File: config.mk
export PLATFORM = sky130hd
export DESIGN_NAME = calc_seq
export DESIGN_NICKNAME = d
export VERILOG_FILES = /design/src/rtl/calc_pkg.sv /design/src/rtl/calc_seq.sv
export SDC_FILE = /design/constraint.sdc
export NUM_CORES = 1
export LEC_CHECK = 0
export CORE_UTILIZATION = 35
export CTS_BUF_LIST = sky130_fd_sc_hd__clkbuf_2
export CTS_CLUSTER_SIZE = 12
export DETAILED_ROUTE_END_ITERATION = 10
export GPL_TIMING_DRIVEN = 0
export PLACE_DENSITY_LB_ADDON = 0.08
export SLEW_MARGIN = 15
export SYNTH_ARGS = -nofsm -noshare
export SYNTH_HDL_FRONTEND = slang
export SYNTH_SLANG_ARGS = --single-unit
File: constraint.sdc
create_clock -name clk -period 2.2 [get_ports clk]
set_input_delay 0.22 -clock clk [delete_from_list [all_inputs] [get_ports clk]]
set_output_delay 0.22 -clock clk [all_outputs]
set_load 0.05 [all_outputs]
File: src/rtl/calc_pkg.sv
// Shared constants for the calculator sequencer: ALU op encodings, key codes
// and the sequencer state enumeration.
package calc_pkg;

    localparam logic [3:0] OP_ADD  = 4'b1000;
    localparam logic [3:0] OP_SUB  = 4'b0100;
    localparam logic [3:0] OP_MUL  = 4'b0010;
    localparam logic [3:0] OP_DIV  = 4'b0001;
    localparam logic [3:0] OP_STOP = 4'b0000;

    localparam logic [4:0] KEY_ADD  = 5'b1_0000;
    localparam logic [4:0] KEY_SUB  = 5'b1_0001;
    localparam logic [4:0] KEY_MUL  = 5'b1_0010;
    localparam logic [4:0] KEY_DIV  = 5'b1_0011;
    localparam logic [4:0] KEY_EQ   = 5'b1_0100;
    localparam logic [4:0] KEY_CLR  = 5'b1_0101;
    localparam logic [4:0] KEY_SIGN = 5'b1_0110;

    localparam int CNT_W = 6;

    typedef enum logic [2:0] {
        ST_ENTER_A = 3'd0,
        ST_ENTER_B = 3'd1,
        ST_ISSUE   = 3'd2,
        ST_WAIT_HI = 3'd3,
        ST_WAIT_LO = 3'd4,
        ST_FLUSH   = 3'd5
    } state_e;

    function automatic logic [3:0] key_to_op(input logic [4:0] code);
        case (code)
            KEY_ADD: return OP_ADD;
            KEY_SUB: return OP_SUB;
            KEY_MUL: return OP_MUL;
            KEY_DIV: return OP_DIV;
            default: return OP_STOP;
        endcase
    endfunction

endpackage

File: src/rtl/calc_seq.sv
// Operand/operator sequencer in front of the calculator ALU: collects keys,
// issues the operation, runs the busy handshake and captures the result.
module calc_seq
    import calc_pkg::*;
#(
    parameter int ADD_CYCLES   = 8,
    parameter int BUSY_TIMEOUT = 4,
    parameter int MAX_CYCLES   = 32
) (
    input  logic       clk,
    input  logic       rst,
    input  logic       key_valid,
    input  logic [4:0] key_code,
    output logic       key_ready,
    output logic       alu_rst,
    output logic       alu_sign,
    output logic [3:0] alu_op,
    output logic [3:0] alu_data1,
    output logic [3:0] alu_data2,
    input  logic       alu_busy,
    input  logic [7:0] alu_o,
    output logic [7:0] result,
    output logic       result_valid,
    output logic       err
);

    localparam logic [CNT_W-1:0] ADD_LAST = CNT_W'(ADD_CYCLES - 1);
    localparam logic [CNT_W-1:0] HI_LAST  = CNT_W'(BUSY_TIMEOUT - 1);
    localparam logic [CNT_W-1:0] LO_LAST  = CNT_W'(MAX_CYCLES - 1);
    localparam logic [CNT_W-1:0] CNT_ONE  = CNT_W'(1);

    state_e             state_q, state_d;
    logic [CNT_W-1:0]   cnt_q, cnt_d;
    logic [3:0]         a_q, a_d, b_q, b_d, op_q, op_d, alu_op_q, alu_op_d;
    logic               sign_q, sign_d, err_q, err_d;
    logic [7:0]         result_q, result_d;
    logic               result_valid_q, result_valid_d;
    logic               alu_rst_q, alu_rst_d, key_ready_q, key_ready_d;

    logic key_digit_s, key_op_s, key_eq_s, key_clr_s, key_sign_s, issuing_s;

    // Key decode; digits carry their value in the low nibble.
    always_comb begin
        key_digit_s = key_valid && !key_code[4];
        key_op_s    = key_valid && (key_code inside {KEY_ADD, KEY_SUB, KEY_MUL, KEY_DIV});
        key_eq_s    = key_valid && (key_code == KEY_EQ);
        key_clr_s   = key_valid && (key_code == KEY_CLR);
        key_sign_s  = key_valid && (key_code == KEY_SIGN);
    end

    // Next-state and next-output computation for the sequencer.
    always_comb begin
        state_d        = state_q;
        cnt_d          = cnt_q;
        a_d            = a_q;
        b_d            = b_q;
        op_d           = op_q;
        sign_d         = sign_q;
        err_d          = err_q;
        result_d       = result_q;
        result_valid_d = 1'b0;
        issuing_s      = 1'b0;

        if (key_clr_s) begin
            state_d = ST_FLUSH;
            a_d     = 4'd0;
            b_d     = 4'd0;
            op_d    = OP_STOP;
            err_d   = 1'b0;
            cnt_d   = '0;
        end else begin
            case (state_q)
                ST_ENTER_A: begin
                    if (key_digit_s) begin
                        a_d   = key_code[3:0];
                        err_d = 1'b0;
                    end else if (key_op_s) begin
                        op_d    = key_to_op(key_code);
                        state_d = ST_ENTER_B;
                        err_d   = 1'b0;
                    end else if (key_sign_s) begin
                        sign_d = ~sign_q;
                        err_d  = 1'b0;
                    end else begin
                        err_d = err_q;
                    end
                end
                ST_ENTER_B: begin
                    if (key_digit_s) begin
                        b_d   = key_code[3:0];
                        err_d = 1'b0;
                    end else if (key_op_s) begin
                        op_d  = key_to_op(key_code);
                        err_d = 1'b0;
                    end else if (key_eq_s) begin
                        state_d = ST_ISSUE;
                        cnt_d   = '0;
                        err_d   = 1'b0;
                    end else if (key_sign_s) begin
                        sign_d = ~sign_q;
                        err_d  = 1'b0;
                    end else begin
                        err_d = err_q;
                    end
                end
                ST_ISSUE: begin
                    case (op_q)
                        OP_ADD, OP_SUB: begin
                            // The add path has no busy; the result settles after a fixed hold.
                            if (cnt_q == ADD_LAST) begin
                                result_d       = alu_o;
                                result_valid_d = 1'b1;
                                state_d        = ST_FLUSH;
                            end else begin
                                cnt_d = cnt_q + CNT_ONE;
                            end
                        end
                        OP_MUL: begin
                            state_d = ST_WAIT_HI;
                            cnt_d   = '0;
                        end
                        OP_DIV: begin
                            if (b_q == 4'd0) begin
                                err_d          = 1'b1;
                                result_d       = 8'd0;
                                result_valid_d = 1'b1;
                                state_d        = ST_FLUSH;
                            end else begin
                                state_d = ST_WAIT_HI;
                                cnt_d   = '0;
                            end
                        end
                        default: state_d = ST_FLUSH;
                    endcase
                end
                ST_WAIT_HI: begin
                    if (alu_busy) begin
                        state_d = ST_WAIT_LO;
                        cnt_d   = '0;
                    end else if (cnt_q == HI_LAST) begin
                        err_d   = 1'b1;
                        state_d = ST_FLUSH;
                    end else begin
                        cnt_d = cnt_q + CNT_ONE;
                    end
                end
                ST_WAIT_LO: begin
                    if (!alu_busy) begin
                        result_d       = alu_o;
                        result_valid_d = 1'b1;
                        state_d        = ST_FLUSH;
                    end else if (cnt_q == LO_LAST) begin
                        err_d   = 1'b1;
                        state_d = ST_FLUSH;
                    end else begin
                        cnt_d = cnt_q + CNT_ONE;
                    end
                end
                ST_FLUSH: state_d = ST_ENTER_A;
                default:  state_d = ST_ENTER_A;
            endcase
        end

        key_ready_d = (state_d == ST_ENTER_A) || (state_d == ST_ENTER_B);
        alu_rst_d   = (state_d == ST_FLUSH);
        // A divide by zero never reaches the ALU, so its op stays at STOP.
        if ((state_d == ST_ISSUE) || (state_d == ST_WAIT_HI) || (state_d == ST_WAIT_LO)) begin
            issuing_s = !((op_d == OP_DIV) && (b_d == 4'd0));
        end else begin
            issuing_s = 1'b0;
        end
        if (issuing_s) begin
            alu_op_d = op_d;
        end else begin
            alu_op_d = OP_STOP;
        end
    end

    // Sequencer state, operand latches and registered outputs.
    always_ff @(posedge clk) begin
        if (rst) begin
            state_q        <= ST_ENTER_A;
            cnt_q          <= '0;
            a_q            <= 4'd0;
            b_q            <= 4'd0;
            op_q           <= OP_STOP;
            sign_q         <= 1'b0;
            err_q          <= 1'b0;
            result_q       <= 8'd0;
            result_valid_q <= 1'b0;
            alu_rst_q      <= 1'b0;
            alu_op_q       <= OP_STOP;
            key_ready_q    <= 1'b1;
        end else begin
            state_q        <= state_d;
            cnt_q          <= cnt_d;
            a_q            <= a_d;
            b_q            <= b_d;
            op_q           <= op_d;
            sign_q         <= sign_d;
            err_q          <= err_d;
            result_q       <= result_d;
            result_valid_q <= result_valid_d;
            alu_rst_q      <= alu_rst_d;
            alu_op_q       <= alu_op_d;
            key_ready_q    <= key_ready_d;
        end
    end

    assign key_ready    = key_ready_q;
    assign alu_rst      = alu_rst_q;
    assign alu_sign     = sign_q;
    assign alu_op       = alu_op_q;
    assign alu_data1    = a_q;
    assign alu_data2    = b_q;
    assign result       = result_q;
    assign result_valid = result_valid_q;
    assign err          = err_q;

endmodule

==> impl_metrics.env <==
export IMPL_ys_seq_elements=38
export IMPL_post_route_drc_count=0
export IMPL_nFillCells=574
export IMPL_area_sequential_um2=769
export IMPL_yosysSeqAreaShare=0.366
export IMPL_start_util=0.371
export IMPL_ys_types=60
export IMPL_std_cell_rows=27
export IMPL_clockRootBuffer="sky130_fd_sc_hd__clkbuf_2"
export IMPL_timing_slew_headroom=0.568
export IMPL_areaGrowthSynthToFinish_pct=36.5
export IMPL_synth_top_cells_by_count="sky130_fd_sc_hd__dfxtp_1, sky130_fd_sc_hd__nor2_1, sky130_fd_sc_hd__nand2_1, sky130_fd_sc_hd__mux2i_1, sky130_fd_sc_hd__a21oi_1"
export IMPL_tritoncts="yes"
export IMPL_drt_vias_per_instance=5.20
export IMPL_global_route_overflow_total=0
export IMPL_design_die_area_um2=6250
export IMPL_clock_path_buffers=2
export IMPL_worst_endpoint_required_ns=2.53
export IMPL_yosys_warnings=0
export IMPL_detail_route_iter0_violations=110
export IMPL_critical_path_peak_fanout=4
export IMPL_post_route_min_period_ns=2.13
export IMPL_postSynthAreaPerCell_um2=8.81
export IMPL_clock_sinks=38
export IMPL_final_hold_viol_count=0
export IMPL_antenna_violations_before_repair=0
export IMPL_rrSetupSlack_ns=0.07
export IMPL_max_clock_freq_mhz=469
export IMPL_critical_path_reg2reg_endpoint="cnt_q[5]"
export IMPL_area_taken_by_multi_input_logic_gates_um2=1390
export IMPL_floorplan_core_area_um2=5610
export IMPL_half_perimeter_wire_length_after_placement_um=3720
export IMPL_finalCritPeriodShare=0.968
export IMPL_route_detailed_wl_per_inst_um=14.5
export IMPL_wire_length_of_the_first_global_routing_pass_um=8560
export IMPL_dp_worst_setup_slack_ns=-0.638
export IMPL_worstHoldPathCells=2
export IMPL_power_density_nw_per_um2=438
export IMPL_layout_drive_gt1_share=0.211
export IMPL_groute_usage_overall=0.178
export IMPL_synth_top_cell_area_share=0.366
export IMPL_n_antenna_cell=0
export IMPL_worst_setup_hold_path_clk_slew_ns=0.20
export IMPL_grt_pass1_vias=1769
export IMPL_yosys_most_used_dff="sky130_fd_sc_hd__dfxtp_1"
export IMPL_finalNetCount=311
export IMPL_worstPathArrival_ns=2.46
export IMPL_largest_net_degree_at_the_start_of_global_routing=13
export IMPL_clock_insertion_delay_worst_skew_ns=0.40
export IMPL_vdd_drop_max_uv=292
export IMPL_drt_antenna_violating_nets=0
export IMPL_synth_enable_flop_cells=0
export IMPL_start_kind="flip-flop"
export IMPL_final_setup_worst_slack_ns=0.0700
export IMPL_pin_count=42
export IMPL_synthArstFlopShare=0
export IMPL_cp_capture_type="flip-flop"
export IMPL_postSynthCellCount=236
export IMPL_outcome="finished clean"
export IMPL_worst_slew_pin_transition_ns=0.642
export IMPL_io_buffers=40
export IMPL_clock_buffers_created_by_tritoncts=5
export IMPL_timing_max_transition_violations_final=0
export IMPL_h_tree_levels=2
export IMPL_synthMostInstantiatedCell="sky130_fd_sc_hd__dfxtp_1"
export IMPL_synth_cell_area_um2=2080
export IMPL_synth_nets=254
export IMPL_hold_class="in -> reg"
export IMPL_netlist_top_cells_area="sky130_fd_sc_hd__dfxtp_1, sky130_fd_sc_hd__mux2i_1, sky130_fd_sc_hd__nor2_1"
export IMPL_via_count=1903
export IMPL_path_class="reg -> reg"
export IMPL_crit_start="cnt_q[1]"
export IMPL_detailedRoute_firstPassIterationCount=4
export IMPL_maxCapViolations=0
export IMPL_height_of_the_die_um=79.1
export IMPL_die_width_um=79.1
export IMPL_wirelength_um=5300
export IMPL_power_leakage_nw=0.932
export IMPL_startpoint_of_the_worst_register_to_register_path="cnt_q[1]"
export IMPL_synth_largest_area_cell="sky130_fd_sc_hd__dfxtp_1"
export IMPL_rr_worst_depth=9
export IMPL_timing_critical_path_to="cnt_q[5]"
export IMPL_gp_congestion=0.861
export IMPL_report_final_setup_viol=0
export IMPL_clock_skew_after_layout_ns=0.00239
export IMPL_worst_hold_slack_across_all_endpoints_ns=0.237
-- registers in the layout (all words and copies together) (netlist names) --
signal        cells
alu_sign          1
alu_rst           1
key_ready         1
alu_op            4
cnt_q             6
err               1
op_q              4
state_q           3
result_valid      1
alu_data2         4
alu_data1         4
result            8
-- report_power, final --
group	internal, mW	switching (mW)	leakage [nW]
Combinational	0.0939	0.123	0.596
Sequential	0.698	0.00796	0.309
Clock	0.0724	0.247	0.0264
Total	0.865	0.378	0.932
-- worst max-delay path, stage by stage, from the launching register on --
cell	delay (ns)
sky130_fd_sc_hd__dfxtp_4	0.40
sky130_fd_sc_hd__ha_4	0.16
sky130_fd_sc_hd__nor4b_4	0.15
sky130_fd_sc_hd__a2111oi_4	0.49
sky130_fd_sc_hd__o31ai_4	0.12
sky130_fd_sc_hd__buf_6	0.14
sky130_fd_sc_hd__buf_4	0.13
sky130_fd_sc_hd__nor4b_4	0.27
sky130_fd_sc_hd__xnor2_1	0.14
sky130_fd_sc_hd__nor2_1	0.06
-- cells in the final DEF (no fill, tap or decap), types with 2 or more instances in the layout --
cell type and count:
sky130_fd_sc_hd__nor4b_4 2, sky130_fd_sc_hd__a21oi_1 10, sky130_fd_sc_hd__nor4_4 3, sky130_fd_sc_hd__clkbuf_1 5, sky130_fd_sc_hd__nand3_1 10, sky130_fd_sc_hd__nand3b_1 2
sky130_fd_sc_hd__mux2i_1 15, sky130_fd_sc_hd__clkbuf_2 7, sky130_fd_sc_hd__dfxtp_4 2, sky130_fd_sc_hd__inv_1 3, sky130_fd_sc_hd__nand2_1 25, sky130_fd_sc_hd__nor2_2 3
sky130_fd_sc_hd__buf_4 11, sky130_fd_sc_hd__nand4_1 2, sky130_fd_sc_hd__buf_2 3, sky130_fd_sc_hd__a21oi_2 3, sky130_fd_sc_hd__xnor2_1 6, sky130_fd_sc_hd__nor3b_1 2
sky130_fd_sc_hd__nor2_4 2, sky130_fd_sc_hd__nand2b_1 11, sky130_fd_sc_hd__nor2b_1 3, sky130_fd_sc_hd__clkdlybuf4s50_1 40, sky130_fd_sc_hd__nor2_1 27, sky130_fd_sc_hd__o311ai_0 2
sky130_fd_sc_hd__dfxtp_1 35, sky130_fd_sc_hd__nor3_1 7, sky130_fd_sc_hd__nor4_2 2, sky130_fd_sc_hd__o21ai_0 7, sky130_fd_sc_hd__o211ai_1 3
-- stage by stage --
stage | instance area, µm² | util | TNS, ns | power (mW) | cells
3_3_place_gp | 2570 | 0.458 | -12.27 | 0.910 | 348
2_1_floorplan | 2080 | - | 0 | 0.839 | 236
6_report | 2840 | 0.506 | 0 | 1.24 | 366
3_5_place_dp | 2570 | 0.458 | -12.45 | 0.910 | 348
5_1_grt | 2840 | 0.506 | -0.0289 | 1.32 | 366
4_1_cts | 2680 | 0.477 | -0.0490 | 1.24 | 360
-- per-layer routing --
metal  GRT usage  wire [µm]
met1       0.253       2610
met5           0          0
met2       0.261       2400
met3      0.0402        230
met4      0.0600         61
-- worst min path at each step --
stage | startpoint | to | slack (ns)
floorplan | alu_o[0] | result[0] | 0.36
global placement | alu_data1[3] | alu_data1[3] | 0.45
detailed placement | alu_data1[2] | alu_data1[2] | 0.45
CTS | rst | op_q[0] | 0.19
global route | rst | op_q[0] | 0.24
finish | rst | op_q[0] | 0.24
-- cells by family (layout without fill, tap and decap cells) --
| kind of cell | Yosys count | count (layout) | share of synthesized area |
|---|---|---|---|
| buffers and inverters | 15 | 73 | 0.0313 |
| and+or+nand+nor | 118 | 118 | 0.328 |
| DFF | 38 | 38 | 0.366 |
| muxes | 16 | 16 | 0.0789 |
| xor gates and xnor gates | 7 | 7 | 0.0295 |
| AOI/OAI and AO/OA | 41 | 41 | 0.160 |
| adders and majority gates | 1 | 1 | 0.00602 |
-- cell type report --
type,count,share of cell area
Tap cell,72,0.0318
Timing Repair Buffer,51,0.172
Clock buffer,5,0.00882
Multi-Input combinational cell,183,0.489
Clock inverter,3,0.00573
Sequential cell,38,0.271
Buffer,11,0.0181
Inverter,3,0.00397
-- repair_timing --
| action | CTS | global route |
|---|---|---|
| pin swaps | 3 | 13 |
| resized for setup | 9 | 20 |
| hold buffers | 0 | 0 |
| endpoints found under the setup margin | 28 | 18 |
| setup buffers | 5 | 8 |
No activity file was read; power rests on OpenSTA's default activity.
